==> config.mk <==
export PLATFORM = sky130hd
export DESIGN_NAME = rvh_l1d_req_arb
export DESIGN_NICKNAME = d
export VERILOG_FILES = /design/src/rtl/rvh_l1d_req_arb.sv
export SDC_FILE = /design/constraint.sdc
export NUM_CORES = 1
export LEC_CHECK = 0
export BUFFER_PORTS_ARGS = -buffer_cell sky130_fd_sc_hd__buf_4
export CORE_AREA = 10 10 132 134
export CTS_BUF_LIST = sky130_fd_sc_hd__clkbuf_8 sky130_fd_sc_hd__clkbuf_16
export DETAILED_ROUTE_END_ITERATION = 8
export DIE_AREA = 0 0 142 144
export PLACE_DENSITY_LB_ADDON = 0.05
export SYNTH_ARGS = -nofsm -noshare
export SYNTH_HDL_FRONTEND = slang
export SYNTH_SLANG_ARGS = --single-unit
==> constraint.sdc <==
create_clock -name clk -period 1.8 [get_ports clk]
set_input_delay 0.36 -clock clk [delete_from_list [all_inputs] [get_ports clk]]
set_output_delay 0.36 -clock clk [all_outputs]
set_load 0.03 [all_outputs]
==> src/rtl/rvh_l1d_req_arb.sv <==
// L1D request arbiter: grants one of PTW/LD/ST into a single stage-1 register.
// Optional store starvation guard enabled by defining RVH_L1D_ARB_STARVE_GUARD_EN.
module rvh_l1d_req_arb #(
  parameter int unsigned ADDR_WIDTH = 40,
  parameter int unsigned TAG_WIDTH  = 8,
  parameter int unsigned STARVE_MAX = 4
) (
  input  logic                  clk,
  input  logic                  rst_n,
  input  logic                  ld_req_vld_i,
  output logic                  ld_req_rdy_o,
  input  logic [2:0]            ld_req_opcode_i,
  input  logic [ADDR_WIDTH-1:0] ld_req_addr_i,
  input  logic [TAG_WIDTH-1:0]  ld_req_tag_i,
  input  logic                  st_req_vld_i,
  output logic                  st_req_rdy_o,
  input  logic [4:0]            st_req_opcode_i,
  input  logic [ADDR_WIDTH-1:0] st_req_addr_i,
  input  logic [63:0]           st_req_data_i,
  input  logic [TAG_WIDTH-1:0]  st_req_tag_i,
  input  logic                  ptw_req_vld_i,
  output logic                  ptw_req_rdy_o,
  input  logic [ADDR_WIDTH-1:0] ptw_req_addr_i,
  input  logic                  flush_i,
  output logic                  is_ld_req_vld_o,
  output logic                  is_st_req_vld_o,
  output logic                  is_ptw_req_vld_o,
  output logic [2:0]            s1_ld_opcode_o,
  output logic [4:0]            s1_st_opcode_o,
  output logic [ADDR_WIDTH-1:0] s1_addr_o,
  output logic [63:0]           s1_data_o,
  output logic [TAG_WIDTH-1:0]  s1_tag_o,
  input  logic                  s1_rdy_i
);

  logic held;
  logic free;
  logic ld_ok;
  logic ld_grant;
  logic st_grant;
  logic ptw_grant;
  logic st_promote;

  assign held  = is_ld_req_vld_o | is_st_req_vld_o | is_ptw_req_vld_o;
  assign free  = ~held | s1_rdy_i;
  assign ld_ok = ld_req_vld_i & ~flush_i;

`ifdef RVH_L1D_ARB_STARVE_GUARD_EN
  localparam int unsigned CNT_W = (STARVE_MAX < 1) ? 1 : $clog2(STARVE_MAX + 1);
  logic [CNT_W-1:0] starve_cnt;

  assign st_promote = (starve_cnt == CNT_W'(STARVE_MAX));

  // Counts cycles a pending store loses; saturates so promotion persists until granted.
  always_ff @(posedge clk or negedge rst_n) begin
    if (!rst_n) begin
      starve_cnt <= '0;
    end else if (!st_req_vld_i || st_grant) begin
      starve_cnt <= '0;
    end else if (!st_promote) begin
      starve_cnt <= starve_cnt + CNT_W'(1);
    end
  end
`else
  assign st_promote = 1'b0;
`endif

  always_comb begin
    ld_grant  = 1'b0;
    st_grant  = 1'b0;
    ptw_grant = 1'b0;
    if (free) begin
      if (st_promote && st_req_vld_i) st_grant  = 1'b1;
      else if (ptw_req_vld_i)         ptw_grant = 1'b1;
      else if (ld_ok)                 ld_grant  = 1'b1;
      else if (st_req_vld_i)          st_grant  = 1'b1;
    end
  end

  // Ready is suppressed while reset is held so no transfer can complete in that cycle.
  assign ld_req_rdy_o  = ld_grant  & rst_n;
  assign st_req_rdy_o  = st_grant  & rst_n;
  assign ptw_req_rdy_o = ptw_grant & rst_n;

  // Stage-1 register
  always_ff @(posedge clk or negedge rst_n) begin
    if (!rst_n) begin
      is_ld_req_vld_o  <= 1'b0;
      is_st_req_vld_o  <= 1'b0;
      is_ptw_req_vld_o <= 1'b0;
      s1_ld_opcode_o   <= '0;
      s1_st_opcode_o   <= '0;
      s1_addr_o        <= '0;
      s1_data_o        <= '0;
      s1_tag_o         <= '0;
    end else if (free) begin
      is_ld_req_vld_o  <= ld_grant;
      is_st_req_vld_o  <= st_grant;
      is_ptw_req_vld_o <= ptw_grant;
      s1_ld_opcode_o   <= ld_grant ? ld_req_opcode_i : '0;
      s1_st_opcode_o   <= st_grant ? st_req_opcode_i : '0;
      s1_data_o        <= st_grant ? st_req_data_i : '0;
      s1_addr_o        <= ptw_grant ? ptw_req_addr_i :
                          ld_grant  ? ld_req_addr_i  :
                          st_grant  ? st_req_addr_i  : '0;
      s1_tag_o         <= ld_grant ? ld_req_tag_i :
                          st_grant ? st_req_tag_i : '0;
    end else if (is_ld_req_vld_o && flush_i) begin
      // A stalled load is killed by flush even though downstream has not taken it.
      is_ld_req_vld_o  <= 1'b0;
      s1_ld_opcode_o   <= '0;
      s1_addr_o        <= '0;
      s1_tag_o         <= '0;
    end
  end

endmodule

==> run summary <==
Clk sink count -> 123
Clock Skews -> 0.01729 ns
GRT Resource Usage Total -> 23.39%
CP arrival -> 1.58 ns
Synthesis warning total -> 0
Syn Nets -> 754
Endpoints failing setup -> 3
Syn avg cell area -> 11.67 um^2
Num ports -> 341
Cells after DPL -> 1020
Stages on worst setup path -> 4
Non-Filler Instances -> 1060
Critical path buffer and inverter count -> 1
Area grow syn2layout -> 54.46%
CP Data Required Time -> 1.44 ns
Vias in the first global route -> 6711
Critical path origin -> is_st_req_vld_o
Post-Syn Area -> 0.006292 mm^2
CTS H-tree depth -> 4
Reg2reg start -> is_st_req_vld_o
Max frequency -> 0.5159 GHz
Initial core utilization -> 42.33%
Switching part of the total -> 30.48%
Worst setup EP type -> output pin
Worst Setup EP -> st_req_rdy_o
DIE HEIGHT -> 144 um
Core box area -> 0.01486 mm^2
Overflow after GRT -> 0
RR Endpoint -> s1_addr_o[5]
Mapped Cells -> 539
Leak -> 4.725 nW
Internal power -> 6.423 mW
Worst Tran Pin Value -> 0.8614 ns
Fin crit period -> 1.938 ns
CP max-delay cell -> dfrtp_2
Rows -> 45
Maximum vdd drop -> 624.3 uV
Post-synthesis sequential area ratio -> 48.92%
CTS Buffer Depth -> 2
Via count -> 6158
Post-Route WL -> 24810 um
Fraction of layout cells with a size suffix above 1 -> 47.47%
DIE AREA -> 0.02045 mm^2
Setup CP Type -> flop to output pin
Sequential share of power -> 34.5%
Worst-path cell chain -> nor3_4, or2_4, and3_4, buf_6
Fin. max-slew vios -> 0
PwrDens -> 950.7 mW/mm^2
Setup slack at placement -> 0.05613 ns
CTS tree -> yes
DRC -> 0
Area share of the largest cell type after synthesis -> 48.92%
Tcrit/Tclk final -> 107.7%
Via density -> 5.809
Crit-path max cell delay -> 0.42 ns
Critical Path Start Type -> flop
Yosys cell types -> 24
R2R depth -> 5
Detailed Routing Iterations Pass 1 -> 5
Wire length of the first global-routing pass -> 37490 um
GPL Wtd Cong -> 0.8349
Gate power share -> 26.4%
CP max FO -> 4
Largest net degree at the start of global routing -> 63
Drt first-iter violations -> 317
Wirelength per Cell -> 23.41 um
Worst hold slack -> 0.1496 ns
CTS buffer count -> 17
Port Buffers -> 340
Core Util, Final -> 65.39%
Max cap viols -> 0
Die X -> 142 um
Outcome -> complete, but fails checks
Rel. slew slack -> 42.57%
Fin nets -> 1072
Hold Crit Class -> input pin to asynchronous set/reset pin
Initial antenna violation count -> 2
Tot Pwr -> 9.240 mW
RSZ-0062 raised after global routing -> true
Yosys reg bits -> 123
Failing checks -> setup timing
Switching power total -> 2.817 mW
DRT antenna net count -> 0
Area contributors post-synth -> dfrtp_1, a31o_1, nor3b_1
Reg2Reg Setup Slack -> 0.08 ns
Largest delay share family, worst path -> simple AND/OR/NAND/NOR gates
Worst-Skew Late Latency -> 0.42 ns
Clock transition at the registers of the reported paths -> 0.06 ns
Post-synth top area cell -> dfrtp_1
Hpwl dp -> 17980 um
Clock root buffer -> clkbuf_16
Final Hold Viols -> 0
Clk pwr share -> 39.1%
Final WS setup -> -0.1382 ns
==> per-layer routing <==
metal	up-vias	global-route usage [%]	wire length [um]
met5	-	0	0
met3	59	8.757	2277
li1	2756	-	-
met2	298	39.42	12410
met1	3045	25.16	9056
met4	0	12.00	1065
==> worst min path at each step <==
stage,from,endpoint,slack [ns],cells after the start
after global placement,rst_n,s1_addr_o[12],0.25,1
final,rst_n,s1_data_o[4],0.15,2
after detailed placement,rst_n,s1_addr_o[9],0.26,1
after floorplan,rst_n,is_ld_req_vld_o,0.06,0
after CTS,rst_n,s1_data_o[4],0.15,2
after global routing,st_req_data_i[48],s1_data_o[48],0.16,2
==> metrics by stage <==
step,area (um^2),setup TNS (ns)
5_1_grt,9719,-0.6278
3_3_place_gp,9001,0
2_1_floorplan,6304,-0.1423
4_1_cts,9692,-0.4051
6_report,9719,-0.3878
3_5_place_dp,9001,0
==> cell families after synthesis <==
kind of cell	Yosys count	synth area share, %
AOI/OAI and AO/OA	173	25.39
buffers and inverters	75	5.667
DFF	123	48.92
and+or+nand+nor	168	20.02
==> state kept, by name, indices dropped and copies added (netlist names) <==
name / flops
s1_ld_opcode_o: 3
s1_data_o: 64
s1_st_opcode_o: 5
s1_addr_o: 40
is_st_req_vld_o: 1
s1_tag_o: 8
is_ld_req_vld_o: 1
is_ptw_req_vld_o: 1
==> power by group through the flow <==
stage	Clock [mW]	Sequential, mW	Combinational (mW)
after floorplan	0	3.75	0.757
after global placement	0	3.22	2.39
after detailed placement	0	3.23	2.42
after CTS	3.69	3.19	2.46
after global routing	3.80	3.22	2.60
final	3.61	3.19	2.44
==> cells in the final DEF (no fill, tap or decap), types with 3 or more instances in the layout <==
cell type and n:
a311o_1 40, a31o_1 69, a31oi_1 8, a32o_1 40
and3b_1 48, buf_12 4, buf_4 360, buf_6 6
bufinv_16 4, clkbuf_16 17, clkinv_2 3, clkinv_4 4
dfrtp_1 120, dfrtp_2 3, inv_1 4, nand2_1 3
nand2b_1 40, nor3b_1 69, o2bb2ai_1 11
==> Yosys cell counts <==
| cell | instances |
|---|---|
| clkbuf_1 | 45 |
| a32o_1 | 40 |
| buf_4 | 9 |
| a22o_1 | 2 |
| nand2_1 | 3 |
| inv_1 | 3 |
| buf_6 | 3 |
| o2bb2ai_1 | 11 |
| nor2b_1 | 1 |
| o32ai_1 | 1 |
| and3_1 | 2 |
| a211oi_2 | 1 |
| nor3_4 | 1 |
| buf_2 | 15 |
| a31oi_1 | 8 |
| a31o_1 | 69 |
| and3b_1 | 48 |
| nor3_1 | 1 |
| nor3b_1 | 70 |
| dfrtp_1 | 123 |
| or2_1 | 1 |
| nand2b_1 | 41 |
| o21bai_1 | 1 |
| a311o_1 | 40 |
==> timing repair <==
| item | in CTS | in global routing |
|---|---|---|
| resized for setup | 5 | 5 |
| hold buffers | 1 | 0 |
| setup buffers | 5 | 0 |
| hold endpoints to repair | 14 | 0 |
| setup endpoints to repair | 3 | 56 |
| pin swaps | 2 | 0 |
==> layout make-up <==
type,count,area [um^2]
fill,1209,5145
timing repair buffer,371,2860
inverter,3,11.26
antenna,2,5.005
sequential,123,3082
clock buffer,17,425.4
multi-input combinational,341,2902
clock inverter,15,198.9
tap,188,235.2
No activity file was read; power rests on OpenSTA's default activity.
